==> src/rtl/rtc_clk_div_bank_pkg.sv <==
// Shared types for the RTC clock divider bank.
// Channel operating modes and the smallest divisor that can run.
package rtc_clk_div_bank_pkg;

    typedef enum logic [1:0] {
        ChDisabled,
        ChInvalid,
        ChRun
    } ch_state_e;

    localparam int unsigned MinDiv = 2;

endpackage

==> src/rtl/rtc_clk_div_chan.sv <==
// One divider channel: programmable period, glitch-free reload at wrap,
// registered divided clock and wrap tick.
module rtc_clk_div_chan
    import rtc_clk_div_bank_pkg::*;
#(
    parameter int unsigned CntWidth   = 16,
    parameter int unsigned DefaultDiv = 50
) (
    input  logic                clk_i,
    input  logic                rst_ni,
    input  logic                en_i,
    input  logic [CntWidth-1:0] div_i,
    input  logic                sync_i,
    output logic                clk_o,
    output logic                tick_o
);

    logic [CntWidth-1:0] cnt_q;
    logic [CntWidth-1:0] div_q;
    logic [CntWidth-1:0] wrap_val;
    logic [CntWidth-1:0] rise_val;
    logic                clk_q;
    logic                tick_q;
    logic                wrap;
    ch_state_e           state;

    assign wrap_val = div_q - CntWidth'(1);
    assign rise_val = div_q - (div_q >> 1);
    assign wrap     = (cnt_q == wrap_val);

    always_comb begin
        state = ChRun;
        if (!en_i) begin
            state = ChDisabled;
        end else if (div_q < CntWidth'(MinDiv)) begin
            state = ChInvalid;
        end
    end

    // Idle modes keep tracking div_i so an enable starts on the latest value.
    always_ff @(posedge clk_i or negedge rst_ni) begin
        if (!rst_ni) begin
            cnt_q  <= '0;
            div_q  <= CntWidth'(DefaultDiv);
            clk_q  <= 1'b0;
            tick_q <= 1'b0;
        end else begin
            case (state)
                ChRun: begin
                    clk_q  <= (cnt_q >= rise_val);
                    tick_q <= wrap;
                    if (wrap) begin
                        cnt_q <= '0;
                        div_q <= div_i;
                    end else if (sync_i) begin
                        cnt_q <= '0;
                    end else begin
                        cnt_q <= cnt_q + CntWidth'(1);
                    end
                end
                default: begin
                    cnt_q  <= '0;
                    div_q  <= div_i;
                    clk_q  <= 1'b0;
                    tick_q <= 1'b0;
                end
            endcase
        end
    end

    assign clk_o  = clk_q;
    assign tick_o = tick_q;

endmodule

==> src/rtl/rtc_clk_div_bank.sv <==
// Bank of independent RTC divider channels sharing one phase-sync restart.
// Each channel produces a divided clock level and a wrap tick.
module rtc_clk_div_bank
    import rtc_clk_div_bank_pkg::*;
#(
    parameter int unsigned NumCh      = 2,
    parameter int unsigned CntWidth   = 16,
    parameter int unsigned DefaultDiv = 50
) (
    input  logic                            clk_i,
    input  logic                            rst_ni,
    input  logic [NumCh-1:0]                en_i,
    input  logic [NumCh-1:0][CntWidth-1:0]  div_i,
    input  logic                            sync_i,
    output logic [NumCh-1:0]                clk_o,
    output logic [NumCh-1:0]                tick_o
);

    for (genvar g = 0; g < NumCh; g++) begin : g_chan
        rtc_clk_div_chan #(
            .CntWidth  (CntWidth),
            .DefaultDiv(DefaultDiv)
        ) u_chan (
            .clk_i (clk_i),
            .rst_ni(rst_ni),
            .en_i  (en_i[g]),
            .div_i (div_i[g]),
            .sync_i(sync_i),
            .clk_o (clk_o[g]),
            .tick_o(tick_o[g])
        );
    end

endmodule

==> config.mk <==
export PLATFORM = sky130hd
export DESIGN_NAME = rtc_clk_div_bank
export DESIGN_NICKNAME = d
export VERILOG_FILES = /design/src/rtl/rtc_clk_div_bank_pkg.sv /design/src/rtl/rtc_clk_div_chan.sv /design/src/rtl/rtc_clk_div_bank.sv
export SDC_FILE = /design/constraint.sdc
export NUM_CORES = 1
export LEC_CHECK = 0
export ABC_CLOCK_PERIOD_IN_PS = 8800
export CORE_MARGIN = 2
export CORE_UTILIZATION = 43
export CTS_CLUSTER_DIAMETER = 50
export CTS_CLUSTER_SIZE = 8
export DETAILED_ROUTE_END_ITERATION = 12
export SLEW_MARGIN = 30
export SYNTH_ARGS = -nofsm -noshare
export SYNTH_HDL_FRONTEND = slang
export SYNTH_SLANG_ARGS = --single-unit
==> constraint.sdc <==
create_clock -name clk_i -period 8.8 [get_ports clk_i]
set_input_delay 1.32 -clock clk_i [delete_from_list [all_inputs] [get_ports clk_i]]
set_output_delay 1.32 -clock clk_i [all_outputs]
set_load 0.01 [all_outputs]
After elaboration in Yosys (flattened, before gate mapping)
Index checks and enable logic that the tools add are counted.

Output and inout port bits: 4. Bits in registers: 68. Memories kept: 0. ROM bits: 0. Word-level logic and storage cells: 42. Latch bits: 0. Input bits: 37. Bits in writable memories: 0.

Equality and inequality tests: 6. Multiply operators: 0. Magnitude comparators: 4. Bitwise gates (word level): 0. Muxes and demuxes: 18. Reduce and logical (&&, ||, !) cells: 0. Divide/modulo/power cells: 0. Add/subtract/negate cells: 6. Shift operators: 0.

Operators with widths (count): 16-bit 2-to-1 mux (10); 16-bit by 1-bit adder with 16-bit output, second input constant (2); 16-bit == test (2); 16-bit greater-or-equal comparator (2); 16-bit by 2-bit < comparator with 1-bit output, second input constant (2); 16-bit by 1-bit subtractor with 16-bit output, second input constant (2); 16-bit by 15-bit subtractor with 16-bit output (2); 2-bit 2-to-1 mux (4); 2-bit == test, second input constant (2); 1-bit 2-to-1 mux (4); 2-bit by 1-bit inequality test with 1-bit output, second input constant (2).

Logic depth before layout (Yosys ltp)
Gate-level depths: netlist of the first run.

Depth in word-level cells: 5. Gate-level depth with buffers: 17. Depth with buffers taken out: 17.

By module
From an unflattened synthesis of the first run, not the netlist that was laid out.

Cell total of the unflattened synthesis: 701. Area, all modules: 6742.7 µm².

By module, submodules not included: rtc_clk_div_chan (g_chan[1].u_chan) (area an instance 3383.2 µm², instances 1, seq. area each 854.6 µm², cells each 352); rtc_clk_div_chan (g_chan[0].u_chan) (area an instance 3359.5 µm², instances 1, seq. area each 854.6 µm², cells each 349).

Least setup slack after synthesis of the first run
Ideal clock, no wire load.

Path type: flip-flop to flip-flop. Start point: register g_chan[1].u_chan.div_q[1]. End point: register g_chan[1].u_chan.clk_q. Clock period less this slack: 3237 ps. Library setup time: 127 ps. Cell stages (with the launch flop): 16. Arrival: 3111 ps. Buffers on the path: 0. Required time: 8673 ps. Path slack: 5563 ps. Cell sequence: dfstp_2 > inv_1 > ha_1 > or2_2 > a221oi_1 > o41ai_1 > o21ai_0 > a31oi_1 > o21bai_1 > xnor2_1 > ha_1 > a21o_1 > a21oi_1 > nor2b_1 > o31ai_1 > nand2_1.

Word-level cells in the longest chain between the ends: 5. Elaborated cells between the ends (all ways): 7. Those cells by class: add/sub (1); order compare (2); eq/ne (1); mux (3).

Ends and longest elaborated chain: start, declared (RTL line rtc_clk_div_chan.sv:19) `logic [CntWidth-1:0] div_q;`; start signal, assigned (RTL line rtc_clk_div_chan.sv:44) `div_q <= CntWidth'(DefaultDiv);`; start signal, assigned (RTL line rtc_clk_div_chan.sv:54) `div_q <= div_i;`; start signal, assigned (RTL line rtc_clk_div_chan.sv:63) `div_q <= div_i;`; branches (longest 4 deep; another with 16-bit by 15-bit subtractor with 16-bit output); 1-bit 2-to-1 mux (*) (RTL line rtc_clk_div_chan.sv:48) `case (state)`; end signal, assigned (RTL line rtc_clk_div_chan.sv:50) `clk_q <= (cnt_q >= rise_val);`; end, declared (RTL line rtc_clk_div_chan.sv:22) `logic clk_q;`.

Every way passes the cells marked *. A chain may end at the register's enable or synchronous reset.

Worst setup path in the final report of the first run
Start point: register g_chan[0].u_chan.div_q[1]. End point: register g_chan[0].u_chan.clk_q.

Word-level cells in the longest chain between the ends: 5. Elaborated cells between the ends (all ways): 7. Those cells by class: add/sub (1); order compare (2); eq/ne (1); mux (3).

Ends and longest elaborated chain (RTL line): start, declared (rtc_clk_div_chan.sv:19); start signal, assigned (rtc_clk_div_chan.sv:44); start signal, assigned (rtc_clk_div_chan.sv:54); start signal, assigned (rtc_clk_div_chan.sv:63); branches (longest 4 deep; another with 16-bit by 15-bit subtractor with 16-bit output); 1-bit 2-to-1 mux (*) (rtc_clk_div_chan.sv:48); end signal, assigned (rtc_clk_div_chan.sv:50); end, declared (rtc_clk_div_chan.sv:22).

Marks and branches as above.

==> flow_summary.ini, run 1 <==
[clock_network]
insertion_delay_ns = 0.34
root_buffer = sky130_fd_sc_hd__clkbuf_16
htreeDepth = 3
cts.clk_slew.worst_paths_ns = 0.05
cts_buffer_depth = 2
cts_hold_buf = 0
cts_inserted_buffers = 9
tritoncts_clock_tree = done
cts.repair_timing.setup_buffer_count = 0
cts.sinks = 68
total_of_cells_resized_after_clock_tree_synthesis = 0

[drt]
vias = 5049
post_drt_wl_per_cell_um = 15.3
detail_route.vias_per_cell = 5.39
drc_errors = 0
drt-initial-drc-count = 308
routed_wirelength_um = 14400
drt.antenna.violating_nets = 0
drt_pass1_iterations = 5

[timing]
final.hold.worst_slack_ns = 0.566
max_freq_mhz = 272
final.period_utilization_pct = 41.8
worst_slew_pin_slew_ns = 0.796
maxSlewViolCount = 0
fin_ws_ns = 5.13
setup_viol_count_final = 0
grt_setup_unrepaired = false
slew_headroom_pct = 46.9
final-hold-violation-count = 0
post_route_minimum_period_ns = 3.67
worst_clock_skew_ns = 0.00886
setup_total_negative_slack_ns = 0

[critical_path]
r2r_slack_ns = 5.13
cp_top_family = compound AO/OA/AOI/OAI gates
setup.worst_path.end_class = flip-flop
cp.required_ns = 9.05
critical_path.endpoint = g_chan[0].u_chan.clk_o
cpPeakStageDelay_ns = 0.62
critical_path.n_buffers_inverters = 1
r2r_start = g_chan[0].u_chan.div_q[1]
timing.critical_path.fanout_max = 6
cpMaxStageDelayCell = sky130_fd_sc_hd__o41ai_1
ff2ff_path_depth = 13
worst-endpoint-arrival_ns = 3.93
r2r-end = g_chan[0].u_chan.clk_o
setup.worst_path.start_class = flip-flop
worstSetupStartpoint = g_chan[0].u_chan.div_q[1]
critical_path_class = flip-flop to flip-flop
worst-path-stages = 13
cp_cell_sequence = ha_1, inv_1, fa_1, nand2b_1, a221oi_1, o221ai_1, a221oi_1, o41ai_1, a211oi_1, ha_1, nand4_1, or3_1, o211ai_1

[power]
static-leakage-power_nw = 3.45
peakVddDrop_uv = 97.5
post-layout-total-power_mw = 1.50
total_power_density_per_cell_area_nw_per_um2 = 199

[floorplanning]
floorplan.die_area_um2 = 16500
core_um2 = 15200
io-pin-count = 41
num_rows = 45
die_height_um = 129
initial_utilization_pct = 43.9
die_w_um = 129

[synth]
postSynth.asyncResetShare_pct = 100
syn_avg_cell_area_um2 = 9.47
synth_seq_area_share_pct = 25.6
post-synth-top-area-fraction_pct = 23.3
yosysWarnings = 0
synth_fp_nets = 851
syn_area_um2 = 6670
post_synth_inst_count = 704
synth_top_cell_by_area = sky130_fd_sc_hd__dfrtp_1
synth.top_cells.by_area = sky130_fd_sc_hd__dfrtp_1 23%, sky130_fd_sc_hd__ha_1 20%, sky130_fd_sc_hd__xnor2_1 9.1%
synth-main-ff-cell = sky130_fd_sc_hd__dfrtp_1
postSynthRegisterBits = 68
synth_cell_type_count = 64
synth-edff-count = 0

[grt]
grt_antenna_before_repair = 0
gr-total-overflow = 0
grt_pass1_wl_um = 24600
grt_pass1_vias = 4945
grt_max_degree = 69
global_route_usage_over_all_layers_pct = 18.6

[finish]
final_area_um2 = 7520
antennaDiodeCount = 0
layout_common_cells = 108 x sky130_fd_sc_hd__ha_1, 69 x sky130_fd_sc_hd__xnor2_1, 64 x sky130_fd_sc_hd__inv_1
final_util_pct = 49.4
mostFrequentLayoutCell = sky130_fd_sc_hd__ha_1
nFillCells = 1439
area_growth_pct = 12.8
layout-drive-gt1-share_pct = 9.22
final-instance-count-excl-fill = 936
final_net_count = 890

[flow_run]
number_of_max_cap_violations = 0

[placed_design]
numPortBuffers = 40
placed_cell_area_um2 = 7230
numPlacedInstances = 920
gp_congestion = 0.858
post-dp-hpwl_um = 11200
pre_cts_ws_ns = 5.17

[worst_hold_path]
timing.hold.worst.class = flip-flop to flip-flop
timing.hold.worst.start = g_chan[0].u_chan.cnt_q[0]

[status]
outcome = complete, no violations
[flip-flops by register name, indices dropped and copies added (netlist names)]
register / cells
g_chan.u_chan.clk_o: 2
g_chan.u_chan.cnt_q: 32
g_chan.u_chan.div_q: 32
g_chan.u_chan.tick_o: 2
[Yosys cell counts (all sizes together), types with 3 or more instances]
master / instances
o21ai: 13
a31oi: 6
a21o: 11
a21oi: 20
o21a: 3
nand2: 30
and2: 5
nand2b: 9
nor3: 27
a21boi: 5
nand4: 9
buf: 9
o21bai: 8
ha: 108
a31o: 3
nor2: 42
mux2: 32
nor4: 7
nor2b: 9
xor2: 39
a211oi: 7
dfstp: 6
clkbuf: 5
nor3b: 17
a221oi: 3
dfrtp: 62
inv: 64
and3b: 4
xnor2: 69
nand3: 27
o31ai: 5
and3: 8
or3: 4
[power by group]
part           switching [mW]  internal (mW)  total, mW
Clock                   0.141          0.218      0.359
Sequential             0.0399          0.344      0.384
Combinational           0.409          0.347      0.757
Total                   0.590          0.909       1.50
[worst min path at each step]
stage	end	slack [ns]	cells after the start
final	g_chan[0].u_chan.cnt_q[0]	0.57	1
after CTS	g_chan[0].u_chan.cnt_q[0]	0.57	1
after detailed placement	g_chan[0].u_chan.div_q[15]	0.56	1
after global placement	g_chan[1].u_chan.div_q[15]	0.54	1
after global routing	g_chan[0].u_chan.div_q[15]	0.59	1
after floorplan	g_chan[0].u_chan.cnt_q[0]	0.51	1
[layer usage]
| metal | up-vias | global-route usage, % | share of wire (%) |
|---|---|---|---|
| li1 | 2527 | - | - |
| met1 | 2420 | 26.2 | 50 |
| met2 | 91 | 29.9 | 45 |
| met3 | 11 | 3.20 | 3.4 |
| met4 | 0 | 4.41 | 0.90 |
| met5 | - | 0 | 0 |
[area by class of cell]
| class | instances | area (um2) | area share [%] |
|---|---|---|---|
| well taps | 188 | 235 | 3.13 |
| flip-flops and latches | 68 | 1710 | 22.7 |
| multi-input cells | 558 | 4620 | 61.4 |
| clock buffers | 11 | 233 | 3.10 |
| clock inverters | 5 | 52.6 | 0.699 |
| repair buffers | 42 | 429 | 5.71 |
| inverters | 64 | 240 | 3.20 |
[kinds of logic after synthesis]
family / Yosys count / synth area share [%]
simple gates: 206 / 16.7
xor+xnor: 108 / 14.2
buf+inv: 78 / 5.09
mux: 33 / 6.34
flops: 68 / 25.6
compound gates: 101 / 11.2
fa+ha+maj: 110 / 20.9
(Power assumes the default switching activity.)
==> inputs of run 2 (changes only) <==
--- a/config.mk
+++ b/config.mk
@@ -5,7 +5,7 @@
 export SDC_FILE = /design/constraint.sdc
 export NUM_CORES = 1
 export LEC_CHECK = 0
-export ABC_CLOCK_PERIOD_IN_PS = 8800
+export ABC_CLOCK_PERIOD_IN_PS = 3700
 export CORE_MARGIN = 2
 export CORE_UTILIZATION = 43
 export CTS_CLUSTER_DIAMETER = 50
==> constraint.sdc (replaced) <==
create_clock -name clk_i -period 3.7 [get_ports clk_i]
set_input_delay 0.555 -clock clk_i [delete_from_list [all_inputs] [get_ports clk_i]]
set_output_delay 0.555 -clock clk_i [all_outputs]
set_load 0.01 [all_outputs]
==> run 2 against run 1 <==
Against the previous run:
- first-iteration DRC count shrank 20%
- core utilization rose by 0.58 points
- final area rose by 1.2%
- combinational power increased by 150%
- fmax is 6.7% higher
- clock skew down 0.00079 ns
- final cell count grew 0.75%
- total power increased by 140%
- global-route usage up 0.45 points
==> flow_summary.ini, run 2 (synthesis gave the netlist of run 1 again) <==
[status]
outcome = complete, no violations

[critical_path]
critical_path_class = flip-flop to flip-flop
timing.critical_path.fanout_max = 6
cpMostUsedCell = sky130_fd_sc_hd__ha_1
cp_top_family = compound AO/OA/AOI/OAI gates
cpMaxStageDelayCell = sky130_fd_sc_hd__dfstp_2
cpPeakStageDelay_ns = 0.59
cp.required_ns = 3.91
setup.worst_path.end_class = flip-flop
cp_cell_sequence = inv_1, ha_1, or2_2, a221oi_2, o41ai_1, o21ai_1, a31oi_1, o21bai_1, xnor2_1, ha_1, a21o_1, a21oi_1, nor2b_1, o31ai_1, nand2_1
setup.worst_path.start_class = flip-flop
critical_path.n_buffers_inverters = 1
worst-endpoint-arrival_ns = 3.65

[drt]
drt.antenna.violating_nets = 0
drt_pass1_iterations = 4
routed_wirelength_um = 15000
vias = 5081
post_drt_wl_per_cell_um = 15.9
detail_route.vias_per_cell = 5.39
drt-initial-drc-count = 247
drc_errors = 0

[grt]
grt_antenna_before_repair = 0
grt_pass1_vias = 5030
globalRouteMet1Util_pct = 26.6
groute.layer.met3.usage_pct = 2.95
met2_usage_pct = 30.1
grt_busiest_layer = met2
grt_pass1_wl_um = 25200
global_route_usage_over_all_layers_pct = 19.0
gr-total-overflow = 0
grt_max_degree = 48

[clock_network]
insertion_delay_ns = 0.34
htreeDepth = 3
cts.sinks = 68
cts.clk_slew.worst_paths_ns = 0.06
cts_buffer_depth = 2
cts_inserted_buffers = 9
tritoncts_clock_tree = done
cts_hold_buf = 0
root_buffer = sky130_fd_sc_hd__clkbuf_16

[power]
post-layout-total-power_mw = 3.63
peakVddDrop_uv = 227
static-leakage-power_nw = 3.48
total_power_density_per_cell_area_nw_per_um2 = 478

[timing]
setup_viol_count_final = 0
final-hold-violation-count = 0
post_route_minimum_period_ns = 3.44
maxSlewViolCount = 0
final.period_utilization_pct = 93.0
slew_headroom_pct = 57.1
final.hold.worst_slack_ns = 0.252
grt_setup_unrepaired = false
fin_ws_ns = 0.257
setup_total_negative_slack_ns = 0
worst_clock_skew_ns = 0.00807
worst_slew_pin_slew_ns = 0.643
max_freq_mhz = 290

[placed_design]
post-dp-hpwl_um = 11700
gp_congestion = 0.904
placed_cell_area_um2 = 7280
pre_cts_ws_ns = 0.0623
numPortBuffers = 40
numPlacedInstances = 928

[floorplanning]
initial_utilization_pct = 43.9
die_height_um = 129
core_um2 = 15200
io-pin-count = 41
die_w_um = 129
floorplan.die_area_um2 = 16500
num_rows = 45

[finish]
final_area_um2 = 7610
mostFrequentLayoutCell = sky130_fd_sc_hd__ha_1
antennaDiodeCount = 0
nFillCells = 1441
final-instance-count-excl-fill = 943
layout_common_cells = 108 x sky130_fd_sc_hd__ha_1, 69 x sky130_fd_sc_hd__xnor2_1, 63 x sky130_fd_sc_hd__inv_1
area_growth_pct = 14.1
final_net_count = 898
final_util_pct = 50.0
layout-drive-gt1-share_pct = 11.0
top_regs = g_chan.u_chan.cnt_q: 32 flops, g_chan.u_chan.div_q: 32 flops

[worst_hold_path]
timing.hold.worst.class = primary input to async pin

[flow_run]
number_of_max_cap_violations = 0
==> run 2: changes by cell type in the layout (fill, tap and decap cells not counted), moves of 2 or more <==
cell / delta
sky130_fd_sc_hd__a221oi_2: +3
sky130_fd_sc_hd__buf_2: -2
sky130_fd_sc_hd__clkinv_2: -2
sky130_fd_sc_hd__buf_4: +11
sky130_fd_sc_hd__a221oi_1: -3
==> run 2: worst reg2reg max path, delay by kind of cell (launching register included) <==
kind,cells,cell delay (ns)
simple gates,3,0.46
buf+inv,1,0.08
xor+xnor,1,0.15
fa+ha+maj,2,0.55
compound gates,8,1.49
flops,1,0.59
==> run 2: final timing paths <==
path | depth (start not counted) | from | slack [ns] | endpoint
min | 1 | rst_ni | 0.25 | g_chan[1].u_chan.div_q[2]
min in group clk_i | 1 | g_chan[0].u_chan.cnt_q[0] | 0.56 | g_chan[0].u_chan.cnt_q[0]
max in group asynchronous | 2 | rst_ni | 2.68 | g_chan[0].u_chan.cnt_q[15]
max | 15 | g_chan[1].u_chan.div_q[1] | 0.26 | g_chan[1].u_chan.clk_o
min reg2reg | 1 | g_chan[0].u_chan.cnt_q[0] | 0.56 | g_chan[0].u_chan.cnt_q[0]
max reg2reg | 15 | g_chan[1].u_chan.div_q[1] | 0.26 | g_chan[1].u_chan.clk_o
==> run 2: where the power goes <==
part | internal (mW) | switching [mW] | total [mW]
combinational | 0.859 | 1.00 | 1.86
clock | 0.537 | 0.332 | 0.869
sequential | 0.817 | 0.0895 | 0.907
==> run 2: layer usage <==
layer,vias to the layer above,share of wire (%)
li1,2548,-
met1,2440,51
met2,73,45
met3,20,2.8
met4,0,1.9
met5,-,0
==> run 2: cell type report <==
type / count / area, um2 / share of cell area, %
clock buffer: 13 / 250 / 3.29
clock inverter: 2 / 35.0 / 0.461
tap: 188 / 235 / 3.09
multi-input combinational: 558 / 4660 / 61.3
sequential: 68 / 1710 / 22.5
inverter: 64 / 240 / 3.16
timing repair buffer: 50 / 473 / 6.22
==> run 2: what timing repair did <==
action                     CTS  global route
setup endpoints to repair    0             2
resized for setup            0            10
setup buffers                0             0
